**config.mk**
```make
export PLATFORM = sky130hd
export DESIGN_NAME = mem_arbiter_flat
export DESIGN_NICKNAME = d
export VERILOG_FILES = /design/src/rtl/rv_bus_pkg.sv /design/src/rtl/mem_arbiter_if.sv /design/src/rtl/mem_arb_prio.sv /design/src/rtl/mem_arbiter.sv /design/src/flat_wrapper.sv
export SDC_FILE = /design/constraint.sdc
export NUM_CORES = 1
export LEC_CHECK = 0
export ABC_CLOCK_PERIOD_IN_PS = 3300
export CAP_MARGIN = 20
export CORE_AREA = 2 2 120 122
export DETAILED_ROUTE_END_ITERATION = 8
export DIE_AREA = 0 0 122 124
export PLACE_DENSITY_LB_ADDON = 0.3
export SYNTH_ARGS = -nofsm -noshare
export SYNTH_HDL_FRONTEND = slang
export SYNTH_HIERARCHICAL = 1
export SYNTH_SLANG_ARGS = --single-unit
```
**constraint.sdc**
```tcl
create_clock -name clk -period 3.3 [get_ports clk]
set_clock_uncertainty 0.1 [all_clocks]
set_input_delay 0.66 -clock clk [delete_from_list [all_inputs] [get_ports clk]]
set_output_delay 0.66 -clock clk [all_outputs]
set_load 0.03 [all_outputs]
```
**src/rtl/rv_bus_pkg.sv**
```systemverilog
// rtl/rv_bus_pkg.sv - shared widths and types for the instruction/data memory arbiter
package rv_bus_pkg;

    localparam int ADDR_W = 32;
    localparam int DATA_W = 32;

    typedef enum logic [1:0] {
        OWN_NONE,
        OWN_IF,
        OWN_DR,
        OWN_DW
    } owner_e;

    typedef enum logic {
        IDLE,
        RESP
    } arb_state_e;

endpackage

```
**src/rtl/mem_arbiter_if.sv**
```systemverilog
// rtl/mem_arbiter_if.sv - requester and RAM command bundle shared by the arbiter and its users
interface mem_arbiter_if;
    import rv_bus_pkg::*;

    logic              if_req;
    logic [ADDR_W-1:0] if_addr;
    logic              if_gnt;
    logic              if_rvalid;
    logic [DATA_W-1:0] if_rdata;

    logic              dr_req;
    logic [ADDR_W-1:0] dr_addr;
    logic              dr_gnt;
    logic              dr_rvalid;
    logic [DATA_W-1:0] dr_rdata;

    logic              dw_req;
    logic [ADDR_W-1:0] dw_addr;
    logic [DATA_W-1:0] dw_data;
    logic [3:0]        dw_strb;
    logic              dw_gnt;

    logic              mem_en;
    logic              mem_we;
    logic [ADDR_W-1:0] mem_addr;
    logic [DATA_W-1:0] mem_wdata;
    logic [3:0]        mem_strb;
    logic [DATA_W-1:0] mem_rdata;

    logic              stall;

    modport slave (
        input  if_req, if_addr, dr_req, dr_addr,
        input  dw_req, dw_addr, dw_data, dw_strb, mem_rdata,
        output if_gnt, if_rvalid, if_rdata, dr_gnt, dr_rvalid, dr_rdata, dw_gnt,
        output mem_en, mem_we, mem_addr, mem_wdata, mem_strb, stall
    );

    modport master (
        output if_req, if_addr, dr_req, dr_addr,
        output dw_req, dw_addr, dw_data, dw_strb, mem_rdata,
        input  if_gnt, if_rvalid, if_rdata, dr_gnt, dr_rvalid, dr_rdata, dw_gnt,
        input  mem_en, mem_we, mem_addr, mem_wdata, mem_strb, stall
    );

endinterface

```
**src/rtl/mem_arb_prio.sv**
```systemverilog
// rtl/mem_arb_prio.sv - combinational winner select: write > read > fetch unless fetch is starved
module mem_arb_prio
    import rv_bus_pkg::*;
(
    input  logic   if_req,
    input  logic   dr_req,
    input  logic   dw_req,
    input  logic   starve,
    output owner_e winner
);

    always_comb begin
        winner = OWN_NONE;
        if (if_req && starve) begin
            winner = OWN_IF;
        end else if (dw_req) begin
            winner = OWN_DW;
        end else if (dr_req) begin
            winner = OWN_DR;
        end else if (if_req) begin
            winner = OWN_IF;
        end
    end

endmodule

```
**src/rtl/mem_arbiter.sv**
```systemverilog
// rtl/mem_arbiter.sv - three-requester arbiter in front of a single-port synchronous RAM
module mem_arbiter
    import rv_bus_pkg::*;
#(
    parameter int STARVE_LIMIT = 3
) (
    input  logic         clk,
    input  logic         rst_n,
    mem_arbiter_if.slave bus
);

    localparam logic [1:0] STARVE_MAX = 2'(STARVE_LIMIT);

    arb_state_e        state_q, state_d;
    owner_e            owner_q, owner_d;
    owner_e            winner;
    logic [1:0]        starve_q, starve_d;

    logic              if_gnt, dr_gnt, dw_gnt;
    logic              if_rvalid, dr_rvalid;
    logic              mem_en, mem_we;
    logic [ADDR_W-1:0] mem_addr;
    logic [DATA_W-1:0] mem_wdata;
    logic [3:0]        mem_strb;
    logic              unused_addr_lsbs;

    mem_arb_prio u_prio (
        .if_req (bus.if_req),
        .dr_req (bus.dr_req),
        .dw_req (bus.dw_req),
        .starve (starve_q == STARVE_MAX),
        .winner (winner)
    );

    always_ff @(posedge clk or negedge rst_n) begin
        if (!rst_n) begin
            state_q  <= IDLE;
            owner_q  <= OWN_NONE;
            starve_q <= '0;
        end else begin
            state_q  <= state_d;
            owner_q  <= owner_d;
            starve_q <= starve_d;
        end
    end

    always_comb begin
        state_d   = state_q;
        owner_d   = owner_q;
        starve_d  = starve_q;
        if_gnt    = 1'b0;
        dr_gnt    = 1'b0;
        dw_gnt    = 1'b0;
        if_rvalid = 1'b0;
        dr_rvalid = 1'b0;
        mem_en    = 1'b0;
        mem_we    = 1'b0;
        mem_addr  = '0;
        mem_wdata = '0;
        mem_strb  = '0;

        case (state_q)
            // Grants are combinational, so they are also held off while reset is asserted.
            IDLE: if (rst_n) begin
                case (winner)
                    OWN_DW: begin
                        dw_gnt    = 1'b1;
                        mem_en    = 1'b1;
                        mem_we    = 1'b1;
                        mem_addr  = {bus.dw_addr[ADDR_W-1:2], 2'b00};
                        mem_wdata = bus.dw_data;
                        mem_strb  = bus.dw_strb;
                    end
                    OWN_DR: begin
                        dr_gnt   = 1'b1;
                        mem_en   = 1'b1;
                        mem_addr = {bus.dr_addr[ADDR_W-1:2], 2'b00};
                        owner_d  = OWN_DR;
                        state_d  = RESP;
                    end
                    OWN_IF: begin
                        if_gnt   = 1'b1;
                        mem_en   = 1'b1;
                        mem_addr = {bus.if_addr[ADDR_W-1:2], 2'b00};
                        owner_d  = OWN_IF;
                        state_d  = RESP;
                    end
                    default: ;
                endcase
            end
            RESP: begin
                if_rvalid = (owner_q == OWN_IF);
                dr_rvalid = (owner_q == OWN_DR);
                owner_d   = OWN_NONE;
                state_d   = IDLE;
            end
            default: state_d = IDLE;
        endcase

        if (!bus.if_req || if_gnt) begin
            starve_d = '0;
        end else if ((dw_gnt || dr_gnt) && starve_q != STARVE_MAX) begin
            starve_d = starve_q + 2'd1;
        end
    end

    assign bus.if_gnt    = if_gnt;
    assign bus.dr_gnt    = dr_gnt;
    assign bus.dw_gnt    = dw_gnt;
    assign bus.if_rvalid = if_rvalid;
    assign bus.dr_rvalid = dr_rvalid;
    assign bus.if_rdata  = if_rvalid ? bus.mem_rdata : '0;
    assign bus.dr_rdata  = dr_rvalid ? bus.mem_rdata : '0;
    assign bus.mem_en    = mem_en;
    assign bus.mem_we    = mem_we;
    assign bus.mem_addr  = mem_addr;
    assign bus.mem_wdata = mem_wdata;
    assign bus.mem_strb  = mem_strb;
    assign bus.stall     = (bus.if_req & ~if_rvalid) | (bus.dr_req & ~dr_rvalid) | (bus.dw_req & ~dw_gnt);

    assign unused_addr_lsbs = ^{bus.if_addr[1:0], bus.dr_addr[1:0], bus.dw_addr[1:0]};

endmodule

```
**src/flat_wrapper.sv**
```systemverilog
// flat-port wrapper written by rule: the top's interface ports become plain ports
module mem_arbiter_flat import rv_bus_pkg::*;
#(
    parameter int STARVE_LIMIT = 3
)
  (clk, rst_n, bus_if_req, bus_if_addr, bus_dr_req, bus_dr_addr, bus_dw_req, bus_dw_addr, bus_dw_data, bus_dw_strb, bus_mem_rdata, bus_if_gnt, bus_if_rvalid, bus_if_rdata, bus_dr_gnt, bus_dr_rvalid, bus_dr_rdata, bus_dw_gnt, bus_mem_en, bus_mem_we, bus_mem_addr, bus_mem_wdata, bus_mem_strb, bus_stall);
  mem_arbiter_if bus_i ();
  input  logic clk;
  input  logic rst_n;
  input wire logic [$bits(bus_i.if_req)-1:0] bus_if_req;
  input wire logic [$bits(bus_i.if_addr)-1:0] bus_if_addr;
  input wire logic [$bits(bus_i.dr_req)-1:0] bus_dr_req;
  input wire logic [$bits(bus_i.dr_addr)-1:0] bus_dr_addr;
  input wire logic [$bits(bus_i.dw_req)-1:0] bus_dw_req;
  input wire logic [$bits(bus_i.dw_addr)-1:0] bus_dw_addr;
  input wire logic [$bits(bus_i.dw_data)-1:0] bus_dw_data;
  input wire logic [$bits(bus_i.dw_strb)-1:0] bus_dw_strb;
  input wire logic [$bits(bus_i.mem_rdata)-1:0] bus_mem_rdata;
  output wire logic [$bits(bus_i.if_gnt)-1:0] bus_if_gnt;
  output wire logic [$bits(bus_i.if_rvalid)-1:0] bus_if_rvalid;
  output wire logic [$bits(bus_i.if_rdata)-1:0] bus_if_rdata;
  output wire logic [$bits(bus_i.dr_gnt)-1:0] bus_dr_gnt;
  output wire logic [$bits(bus_i.dr_rvalid)-1:0] bus_dr_rvalid;
  output wire logic [$bits(bus_i.dr_rdata)-1:0] bus_dr_rdata;
  output wire logic [$bits(bus_i.dw_gnt)-1:0] bus_dw_gnt;
  output wire logic [$bits(bus_i.mem_en)-1:0] bus_mem_en;
  output wire logic [$bits(bus_i.mem_we)-1:0] bus_mem_we;
  output wire logic [$bits(bus_i.mem_addr)-1:0] bus_mem_addr;
  output wire logic [$bits(bus_i.mem_wdata)-1:0] bus_mem_wdata;
  output wire logic [$bits(bus_i.mem_strb)-1:0] bus_mem_strb;
  output wire logic [$bits(bus_i.stall)-1:0] bus_stall;
  assign bus_i.if_req = bus_if_req;
  assign bus_i.if_addr = bus_if_addr;
  assign bus_i.dr_req = bus_dr_req;
  assign bus_i.dr_addr = bus_dr_addr;
  assign bus_i.dw_req = bus_dw_req;
  assign bus_i.dw_addr = bus_dw_addr;
  assign bus_i.dw_data = bus_dw_data;
  assign bus_i.dw_strb = bus_dw_strb;
  assign bus_i.mem_rdata = bus_mem_rdata;
  assign bus_if_gnt = bus_i.if_gnt;
  assign bus_if_rvalid = bus_i.if_rvalid;
  assign bus_if_rdata = bus_i.if_rdata;
  assign bus_dr_gnt = bus_i.dr_gnt;
  assign bus_dr_rvalid = bus_i.dr_rvalid;
  assign bus_dr_rdata = bus_i.dr_rdata;
  assign bus_dw_gnt = bus_i.dw_gnt;
  assign bus_mem_en = bus_i.mem_en;
  assign bus_mem_we = bus_i.mem_we;
  assign bus_mem_addr = bus_i.mem_addr;
  assign bus_mem_wdata = bus_i.mem_wdata;
  assign bus_mem_strb = bus_i.mem_strb;
  assign bus_stall = bus_i.stall;
  mem_arbiter #(.STARVE_LIMIT(STARVE_LIMIT)) u_core (.clk(clk), .rst_n(rst_n), .bus(bus_i));
endmodule
```
* After elaboration in Yosys (flattened, before gate mapping) *
Index checks and enable logic that the tools add are counted.

operators by class
  $add $sub $neg = 1
  eq/ne operators = 9
  mux-type cells = 37
  bitwise logic cells = 9
  reduce and logical (&&, ||, !) cells = 9

operators by type and width
  operator                                              number
  two-way mux 32 bit                                    7
  case mux 32 bit (3 select lines)                      1
  two-way mux 1 bit                                     17
  two-way mux 2 bit                                     6
  two-way mux 4 bit                                     3
  equality test 2 bit (second input constant)           4
  case mux 2 bit (2 select lines)                       2
  equality test 2 x 1 -> 1 bit (second input constant)  2
  != test 2 bit (second input constant)                 2
  NOT 1 bit                                             4
  bitwise AND 1 bit                                     3
  != test 3 bit (second input constant)                 1
  OR reduction 3 bit                                    1
  adder 2 x 1 -> 2 bit (second input constant)          1
  logical AND 1 bit                                     2
  logical OR 1 bit                                      2
  OR 1 bit                                              2
  case mux 1 bit (2 select lines)                       1
  AND reduction 2 bit                                   1
  nonzero test 2 bit                                    1
  OR reduction 2 bit                                    1
  zero test 1 bit                                       1

word-level totals
  register bits after elaboration = 5
  bits of input ports = 169
  logic and storage cells = 68

* Logic depth before layout (Yosys ltp) *
Gate-level depths: netlist (run 1).

  word-level depth = 12
  depth in mapped cells = 9

* Modules after synthesis *
Netlist (run 1), hierarchy kept.

modules (own cells, without submodules)
  module        times used  cells an instance  area each (um^2)
  mem_arbiter   1           236                1,656.6
  mem_arb_prio  1           4                  22.5

* Worst setup path before layout (run 1) *
No wires, ideal clock.

  path kind = register to output
  start = register u_core.starve_q[0]
  end = output bus_stall
  arrival = 2.293 ns
  data required time = 2.540 ns
  slack = 0.247 ns
  stages on the path, launching flop included = 9
  buffers on the path = 2
  cell sequence = dfrtp_1 ha_1 nand2b_1 a21o_1 ha_1 buf_4 buf_4 and2_1 o221ai_1

on the way
  longest elaborated chain between the ends = 10

ends and longest elaborated chain
  what                        line                RTL
  start, declared             mem_arbiter.sv:17   logic [1:0] starve_q, starve_d;
  start signal, assigned      mem_arbiter.sv:43   starve_q <= starve_d;
  equality test 2 bit         mem_arbiter.sv:31   .starve (starve_q == STARVE_MAX),
  logical AND 1 bit           mem_arb_prio.sv:14  if (if_req && starve) begin
  two-way mux 2 bit           mem_arb_prio.sv:14
  named net u_core.winner[0]  mem_arbiter.sv:16   owner_e winner;
  equality test 2 bit         mem_arbiter.sv:65   case (winner)
  two-way mux 1 bit           mem_arbiter.sv:65
  two-way mux 1 bit           mem_arbiter.sv:64   IDLE: if (rst_n) begin
  two-way mux 1 bit           mem_arbiter.sv:62   case (state_q)
  named net bus_dw_gnt        flat_wrapper.sv:25  output wire logic [$bits(bus_i.dw_gnt)-1:0] bus_dw_gnt;
  NOT 1 bit                   mem_arbiter.sv:119  assign bus.stall = (bus.if_req & ~if_rvalid) | (bus.dr_req & ~dr_rvalid) | (bus.dw_req & ~dw_gnt);
  bitwise AND 1 bit           mem_arbiter.sv:119
  OR 1 bit                    mem_arbiter.sv:119
  end, declared               flat_wrapper.sv:31  output wire logic [$bits(bus_i.stall)-1:0] bus_stall;

The timed path passes the listed nets, and every way through them passes these cells.

* Worst setup path in the final report (run 1) *
  start = register u_core.starve_q[0]
  end = output bus_mem_addr[16]

on the way
  longest elaborated chain between the ends = 7
  elaborated cells on any way between the ends = 9
  classes of those cells = eq/ne (4); mux (4); reduce/logical (1)

ends and longest elaborated chain
  what                                                                        line                RTL
  equality test 2 bit *                                                       mem_arbiter.sv:31
  logical AND 1 bit *                                                         mem_arb_prio.sv:14
  two-way mux 2 bit *                                                         mem_arb_prio.sv:14
  named net u_core.winner[0]                                                  mem_arbiter.sv:16
  equality test 2 x 1 -> 1 bit / equality test 2 bit (equally long branches)  mem_arbiter.sv:65
  case mux 32 bit (3 select lines) *                                          mem_arbiter.sv:65
  two-way mux 32 bit *                                                        mem_arbiter.sv:64
  two-way mux 32 bit *                                                        mem_arbiter.sv:62
  end, declared                                                               flat_wrapper.sv:28  output wire logic [$bits(bus_i.mem_addr)-1:0] bus_mem_addr;

The timed path passes the listed nets; every way through them passes the cells marked *.

==> results of run 1 <==
layer usage:
layer  up-vias  share of wire [%]
li1       1441                  -
met1      1327                 36
met2       145                 54
met3         4                9.7
met4         0               0.71
met5         -                  0
per-stage QoR:
step	setup TNS, ps	total power, uW	worst slack (ps)	hold WS, ps
floorplan	0	406	247	264
global placement	-35.2	763	-35.2	396
finish	0	965	259	406
CTS	0	975	38.9	414
global route	0	1020	47.8	442
detailed placement	-31.4	773	-31.4	399
flip-flops by register name, indices dropped and copies added (netlist names):
signal,count
u_core/owner_q,2
u_core/starve_q,2
u_core/state_q,1
path summary, 6_finish.rpt:
path,slack [ps],end,depth (start not counted)
max,260,bus_mem_addr[16],8
min,410,u_core/owner_q[0],1
max reg2reg,1090,u_core/starve_q[0],9
min reg2reg,410,u_core/owner_q[0],1
max in group asynchronous,2340,u_core/owner_q[0],2
min in group asynchronous,650,u_core/starve_q[1],2
repair_timing:
| action | 4_1_cts | 5_1_grt |
|---|---|---|
| resized for setup | 2 | 5 |
| pin swaps | 0 | 4 |
| endpoints found under the setup margin | 1 | 30 |
| setup buffers | 0 | 0 |
worst max-delay path, cell delays in order (launching register included):
cell      delay (ps)
dfrtp_1          420
ha_1             270
nand2b_1         160
a21o_1           190
ha_2             250
buf_12           170
a222oi_1         340
nor2_1            70
buf_4            180
logic make-up after synthesis:
logic type,share of synthesized area (%)
adders and majority gates,3.73
other,0.223
AOI/OAI and AO/OA,22.5
buffers and inverters,12.9
DFF,7.45
and+or+nand+nor,53.2
final cells by class:
| class | instances | area (um2) | share of cell area, % |
|---|---|---|---|
| clock buffers | 4 | 78.8 | 1.64 |
| inverters | 5 | 18.8 | 0.390 |
| multi-input cells | 197 | 1350 | 28.1 |
| flip-flops and latches | 5 | 125 | 2.60 |
| well taps | 180 | 225 | 4.68 |
| repair buffers | 315 | 3010 | 62.6 |
cell usage in the layout, fill, tap and decap left out, drive strengths merged, types with 2 or more instances in the layout:
cell type,n
nor2b,2
clkdlybuf4s50,225
a222oi,30
and3,36
dfrtp,5
and2,68
a21oi,3
ha,5
nor2,31
and3b,2
buf,87
nand2b,3
dlymetal6s2s,2
inv,5
o221ai,2
clkbuf,4
nand2,3
nor3b,2
conb,2
power by group through the flow:
stage | clock, uW | combinational, uW | sequential [uW]
2_1_floorplan | 0 | 332 | 73.7
3_3_place_gp | 0 | 688 | 74.8
3_5_place_dp | 0 | 698 | 75.4
4_1_cts | 200 | 700 | 74.9
5_1_grt | 204 | 740 | 76.2
6_report | 196 | 694 | 74.7
==> summary.md, run 1 <==
| Metric | Value |
|---|---|
| Ys Warns | `6` |
| Post-synth EDFFs | `0` |
| Initial antenna violation count | `0` |
| Sw frac | `38.7%` |
| # IOs | `309` |
| Clk sinks | `5` |
| Sw Pwr | `374 uW` |
| Utilization after layout | `35.1%` |
| Remaining global-route overflow | `0` |
| PD cells | `201 nW/um2` |
| FMAX | `329 MHz` |
| Top-count cell post-synth | `and2_1` |
| CP Capture Type | `output pin` |
| Worst EP required | `2540 ps` |
| First-pass GRT wire length | `14,100 um` |
| HP Class | `reg2reg` |
| Max-Cap Viols | `0` |
| GR met2 Demand/Resource | `22.8%` |
| Drt pass-1 iters | `5` |
| Starting density of the core | `12.2%` |
| Placed cell count | `702` |
| Met3 Track Usage GR | `2.79%` |
| Nets | `701` |
| Drt total wl | `10,100 um` |
| Port Buf Inserts | `300` |
| Reg clk slew, reported paths | `30 ps` |
| Comb pwr share | `71.9%` |
| Core area | `13,700 um2` |
| Fillers | `1,428` |
| Crit share post-route | `92.2%` |
| Leak | `0.00214 uW` |
| Final Setup Violations | `0` |
| Share of layout cells above drive strength 1 | `18.6%` |
| Critical Path AT | `2280 ps` |
| Critical path launch point type | `register` |
| Final Cell Area | `4810 um2` |
| Later-pin clock latency in the skew report | `220 ps` |
| H-tree depth | `1` |
| Final count of hold timing violations | `0` |
| Die W | `122 um` |
| Syn-to-layout area delta | `186%` |
| Post-synth top cells | `and2_1 (68), and3_1 (36), nor2_1 (31)` |
| Vias in the first global route | `2,761` |
| # diodes | `0` |
| Clock Power Share | `20.3%` |
| Post-synth ARST share | `100%` |
| Cell Area, Placed | `4710 um2` |
| Synth top area share | `25.3%` |
| Vias post-DR | `2,917` |
| Sequential share of the synthesized area | `7.45%` |
| Synth Cell Area | `1680 um2` |
| Total global-route track usage | `11.6%` |
| Ranking of synthesized cells by area | `and2_1 (25%), a222oi_1 (18%), and3_1 (13%), dfrtp_1 (7.5%), nor2_1 (6.9%)` |
| Internal power | `591 uW` |
| GR peak layer | `met2` |
| Reg2reg start | `u_core/starve_q[0]` |
| Vias/cell | `4.13` |
| Hold Startpoint | `u_core/state_q` |
| DP Wirelength | `8360 um` |
| Mapped Cells | `240` |
| CTS tree | `yes` |
| Max-slew violations | `0` |
| FF+latch count, synth | `5` |
| Tmin final | `3040 ps` |
| DRC viols | `0` |
| Outcome | `completed` |
| Initial DRC count | `147` |
| RSZ-0062 raised after global routing | `false` |
| GPL Wtd Cong | `0.772` |
| Post-CTS Hold Fix Bufs | `0` |
| Per-cell routed wire length | `14.3 um` |
| Clk root buf | `clkbuf_16` |
| Seq pwr share | `7.7%` |
| Remaining antenna violation count | `0` |
| Die Y | `124 um` |
| Std cell rows | `43` |
| Final Non-Filler Cells | `706` |
| Largest net degree at the start of global routing | `38` |
| CTS Buf Count | `3` |
| Die footprint | `15,100 um2` |
| Synthesized area per cell | `7.00 um2` |
| Clock buffer depth | `2` |
| Met1 Use GR | `12.6%` |
| Worst Path Max Fanout | `34` |
| Unique masters post-synth | `29` |
| CP Launch Point | `u_core/starve_q[0]` |
| VDD IR-drop max | `0.0959 mV` |
| Area leader, netlist | `and2_1` |
| Main synth FF type | `dfrtp_1` |
| Critical path class | `reg2out` |
(Power assumes the default switching activity.)
==> inputs of run 2 (changes only) <==
CORE_AREA = 2 2 121 123   (was 2 2 120 122)
DIE_AREA = 0 0 123 125   (was 0 0 122 124)
DONT_BUFFER_PORTS = 1   (was unset)
==> run 2 against run 1 <==
  * Sequential power is essentially flat
  * Fmax shrank 2.9%
  * Setup slack lost 89 ps
  * Design area shrank 56%
  * Critical endpoint is now bus_mem_addr[31]
  * Largest cell class is now multi-input combinational cells
==> summary.md, run 2 (same netlist as run 1, synthesis figures left out) <==
| Metric | Value |
|---|---|
| Later-pin clock latency in the skew report | `230 ps` |
| Die Y | `125 um` |
| Final Cell Area | `2130 um2` |
| Die W | `123 um` |
| Worst path bufs/invs | `3` |
| Drt total wl | `6430 um` |
| Cell Area, Placed | `2040 um2` |
| Clk sinks | `5` |
| # diodes | `0` |
| Outcome | `completed` |
| Tmin final | `3130 ps` |
| Initial antenna violation count | `0` |
| CP max stage delay | `410 ps` |
| Vias in the first global route | `1,510` |
| Max-slew violations | `0` |
| Total global-route track usage | `6.71%` |
| Port Buf Inserts | `0` |
| GPL Wtd Cong | `0.842` |
| Internal power | `351 uW` |
| Max-Cap Viols | `0` |
| Nets | `424` |
| FMAX | `319 MHz` |
| Worst Path Max Fanout | `36` |
| Crit share post-route | `94.9%` |
| Worst EP required | `2540 ps` |
| Leak | `0.000990 uW` |
| Crit path max-delay cell type | `dfrtp_1` |
| Remaining antenna violation count | `0` |
| Reg clk slew, reported paths | `30 ps` |
| Final Setup Violations | `0` |
| Largest net degree at the start of global routing | `55` |
| PD cells | `316 nW/um2` |
| Syn-to-layout area delta | `27.0%` |
| Pre-CTS WS | `345 ps` |
| Slew headroom | `47.1%` |
| Setup ws final | `169 ps` |
| First-pass GRT wire length | `8220 um` |
| Clk root buf | `clkbuf_16` |
| Remaining global-route overflow | `0` |
| Comb pwr share | `59.5%` |
| CP Capture Type | `output pin` |
| Worst path most repeated cell | `ha_1` |
| Die footprint | `15,400 um2` |
| Sw Pwr | `322 uW` |
| Clock buffer depth | `2` |
| Core area | `14,200 um2` |
| H-tree depth | `1` |
| Least-Margin Pin Slew | `794 ps` |
| DRC viols | `0` |
| Vias post-DR | `1,964` |
| Utilization after layout | `15.0%` |
| Sw frac | `47.9%` |
| Sum of negative setup slack | `0 ps` |
| Clock Power Share | `29.4%` |
| Critical path class | `reg2out` |
| RSZ-0062 raised after global routing | `false` |
| # IOs | `309` |
| Initial DRC count | `202` |
| CTS tree | `yes` |
| Final count of hold timing violations | `0` |
| Per-cell routed wire length | `14.8 um` |
| Vias/cell | `4.54` |
| HP Class | `in2async` |
| Top delay family on crit path | `compound AO/OA/AOI/OAI gates` |
| CP Cell Sequence | `ha_1, a21oi_1, inv_1, ha_1, buf_12, a222oi_1, nor2_1, buf_4` |
| Share of layout cells above drive strength 1 | `18.9%` |
| Reg2reg path depth | `7` |
| Leading cell type in the layout, fill and taps excluded | `and2_1` |
| Std cell rows | `44` |
| CTS Buf Count | `3` |
| Drt pass-1 iters | `6` |
| Worst path depth | `8` |
| Highest-count cells in the layout ignoring fill and taps | `and2_1 (68), and3_1 (36), buf_4 (35)` |
| Critical path launch point type | `register` |
| DP Wirelength | `5160 um` |
| Critical Path AT | `2370 ps` |
| Seq pwr share | `11.1%` |
| VDD IR-drop max | `0.127 mV` |
| Regs by FF count | `u_core/owner_q x2, u_core/starve_q x2, u_core/state_q x1` |
| Starting density of the core | `11.8%` |
## run 2: cell type report
cell class	instances	area, um2
clock buffers	4	78.8
repair buffers	38	323
flip-flops and latches	5	125
inverters	5	18.8
fillers	1642	12100
well taps	184	230
multi-input cells	197	1360
## run 2: through the flow
| step | hold slack (ps) | cells | total power (uW) |
|---|---|---|---|
| global route | 19.6 | 433 | 712 |
| global placement | 265 | 429 | 471 |
| detailed placement | 265 | 429 | 476 |
| floorplan | 264 | 241 | 406 |
| finish | 28.7 | 433 | 674 |
| CTS | 25.1 | 433 | 678 |
## run 2: routing by layer
layer	vias up	routed length (um)	part of all wire (%)	global-route usage, %
li1	884	-	-	-
met1	937	2650	41	9.39
met2	138	3230	50	10.9
met3	5	511	8.0	1.09
met4	0	37	0.58	1.20
met5	-	0	0	0
## run 2: power groups by stage
stage | sequential, uW | clock, uW | combinational (uW)
CTS | 74.9 | 202 | 402
floorplan | 73.7 | 0 | 332
finish | 74.8 | 198 | 401
global placement | 75.2 | 0 | 396
detailed placement | 75.6 | 0 | 400
global route | 76.0 | 209 | 427
## run 2: final timing paths
check,start,to,slack [ps]
worst min register to register,u_core/state_q,u_core/owner_q[0],410
max in group asynchronous,rst_n,u_core/starve_q[0],3000
worst max-delay path,u_core/starve_q[0],bus_mem_addr[31],170
min in group clk,u_core/state_q,u_core/owner_q[0],410
worst min-delay path,rst_n,u_core/state_q,30
worst max register to register,u_core/starve_q[0],u_core/starve_q[0],970
## run 2: what timing repair did
action	in CTS	in global routing
hold buffers	0	0
endpoints found under the setup margin	0	14
buffers inserted	0	0
resized for setup	0	1
==> inputs of run 3 (changes only) <==
CTS_BUF_LIST = sky130_fd_sc_hd__clkbuf_8   (was unset)
SLEW_MARGIN = 20   (was unset)
==> run 3 against run 2 <==
  * Cell count stayed put
  * Core utilization down 0.24 points
  * Clock power shrank 46%
  * Non-clock buffer count did not move
  * Fmax up 0.28%
  * Design area down 1.6%
  * First-iteration DRC count increased by 16%
  * Clock-buffer cell count decreased by 1
  * Register-to-register slack about the same
  * Critical path type unchanged
==> summary.md, run 3 (same netlist as run 1, synthesis figures left out) <==
| Metric | Value |
|---|---|
| Outcome | `completed` |
| Port Buf Inserts | `0` |
| Met1 Use GR | `9.36%` |
| H-tree depth | `1` |
| GR met2 Demand/Resource | `10.8%` |
| Fillers | `1,645` |
| Largest net degree at the start of global routing | `55` |
| Core area | `14,200 um2` |
| Clock buffer depth | `2` |
| Vias post-DR | `1,956` |
| CP max stage delay | `410 ps` |
| DP Wirelength | `5160 um` |
| Die W | `123 um` |
| Drt pass-1 iters | `6` |
| Remaining antenna violation count | `0` |
| Slew headroom | `47.1%` |
| Syn-to-layout area delta | `25.0%` |
| Total global-route track usage | `6.58%` |
| Crit share post-route | `94.6%` |
| GR peak layer | `met2` |
| Reg clk slew, reported paths | `30 ps` |
| Share of layout cells above drive strength 1 | `18.9%` |
| FMAX | `320 MHz` |
| Regs by FF count | `u_core/owner_q x2, u_core/starve_q x2, u_core/state_q x1` |
| Power Total | `581 uW` |
| Std cell rows | `44` |
| Per-cell routed wire length | `14.7 um` |
| Max-slew violations | `0` |
| Final Setup Violations | `0` |
| Critical Path AT | `2360 ps` |
| Tmin final | `3120 ps` |
| PD cells | `277 nW/um2` |
| Max-Cap Viols | `0` |
| DRC viols | `0` |
| Initial DRC count | `235` |
| # diodes | `0` |
| Drt total wl | `6380 um` |
| Starting density of the core | `11.8%` |
| Crit path max-delay cell type | `dfrtp_1` |
| Vias/cell | `4.52` |
| Leak | `0.000978 uW` |
| CTS Buf Count | `3` |
| Highest-count cells in the layout ignoring fill and taps | `and2_1 (68), and3_1 (36), buf_4 (35)` |
| Critical path launch point type | `register` |
| Remaining global-route overflow | `0` |
| CP Capture Type | `output pin` |
| Nets | `424` |
| Initial antenna violation count | `0` |
| VDD IR-drop max | `0.0820 mV` |
| Worst EP required | `2540 ps` |
| GPL Wtd Cong | `0.842` |
| Vias in the first global route | `1,502` |
| Met3 Track Usage GR | `1.09%` |
| Critical path class | `reg2out` |
| First-pass GRT wire length | `8140 um` |
| Worst Path Max Fanout | `36` |
| Die Y | `125 um` |
| Least-Margin Pin Slew | `793 ps` |
| RSZ-0062 raised after global routing | `false` |
| Leading cell type in the layout, fill and taps excluded | `and2_1` |
| Clk root buf | `clkbuf_8` |
| HP Class | `in2async` |
| Clk sinks | `5` |
| CP Cell Sequence | `ha_1, a21oi_1, inv_1, ha_1, buf_12, a222oi_1, nor2_1, buf_4` |
| # IOs | `309` |
| CTS tree | `yes` |
| Die footprint | `15,400 um2` |
| Sum of negative setup slack | `0 ps` |
| Worst path most repeated cell | `ha_1` |
| Final count of hold timing violations | `0` |
| Later-pin clock latency in the skew report | `220 ps` |
[run 3: cell count changes in the layout (fill, tap and decap cells not counted)]
cell and delta:
clkbuf_16 -3, clkbuf_8 +3, clkbuf_1 -1, inv_1 +1
[run 3: metal layers]
metal,vias to the layer above,share of wire [%]
met5,-,0
met3,0,7.3
met1,942,42
met4,0,0
li1,883,-
met2,131,51
[run 3: worst max-delay path, delay by kind of cell (launching register included)]
family          cells  cell delay (ps)
flops               1              410
compound gates      2              660
buf+inv             3              480
simple gates        1               70
fa+ha+maj           2              500
[run 3: power breakdown]
group | internal (uW) | leakage (uW) | switching, uW
combinational | 123 | 0.000885 | 278
clock | 79.4 | 0.0000269 | 26.2
sequential | 68.6 | 0.0000660 | 6.12
[run 3: final timing paths]
kind	from	to	slack (ps)	cells after the start
max	u_core/starve_q[0]	bus_mem_addr[31]	180	8
min	rst_n	u_core/starve_q[1]	40	0
max reg2reg	u_core/starve_q[0]	u_core/starve_q[0]	970	7
min reg2reg	u_core/state_q	u_core/owner_q[0]	400	1
max in group asynchronous	rst_n	u_core/owner_q[0]	2990	0
min in group clk	u_core/state_q	u_core/owner_q[0]	400	1
[run 3: timing repair]
action | 4_1_cts | 5_1_grt
hold buffers | 0 | 0
gates resized for setup | 0 | 1
buffers inserted | 0 | 0
hold endpoints to repair | 0 | 0
setup endpoints to repair | 0 | 14
[run 3: layout make-up]
class / instances / area, um2 / area share [%]
Clock buffer: 3 / 41.3 / 1.97
Clock inverter: 1 / 3.75 / 0.179
Inverter: 5 / 18.8 / 0.894
Multi-Input combinational cell: 197 / 1360 / 64.6
Sequential cell: 5 / 125 / 5.96
Tap cell: 184 / 230 / 11.0
Timing Repair Buffer: 38 / 323 / 15.4
[run 3: per-stage QoR]
step / setup slack, ps / hold slack, ps / utilization (%) / instances / instance area, um2
floorplan: 247 / 264 / - / 241 / 1680
global placement: 390 / 265 / 14.4 / 429 / 2040
detailed placement: 345 / 265 / 14.4 / 429 / 2040
CTS: 110 / 34.4 / 14.7 / 433 / 2090
global route: 13.7 / 26.7 / 14.8 / 433 / 2100
finish: 178 / 39.7 / 14.8 / 433 / 2100
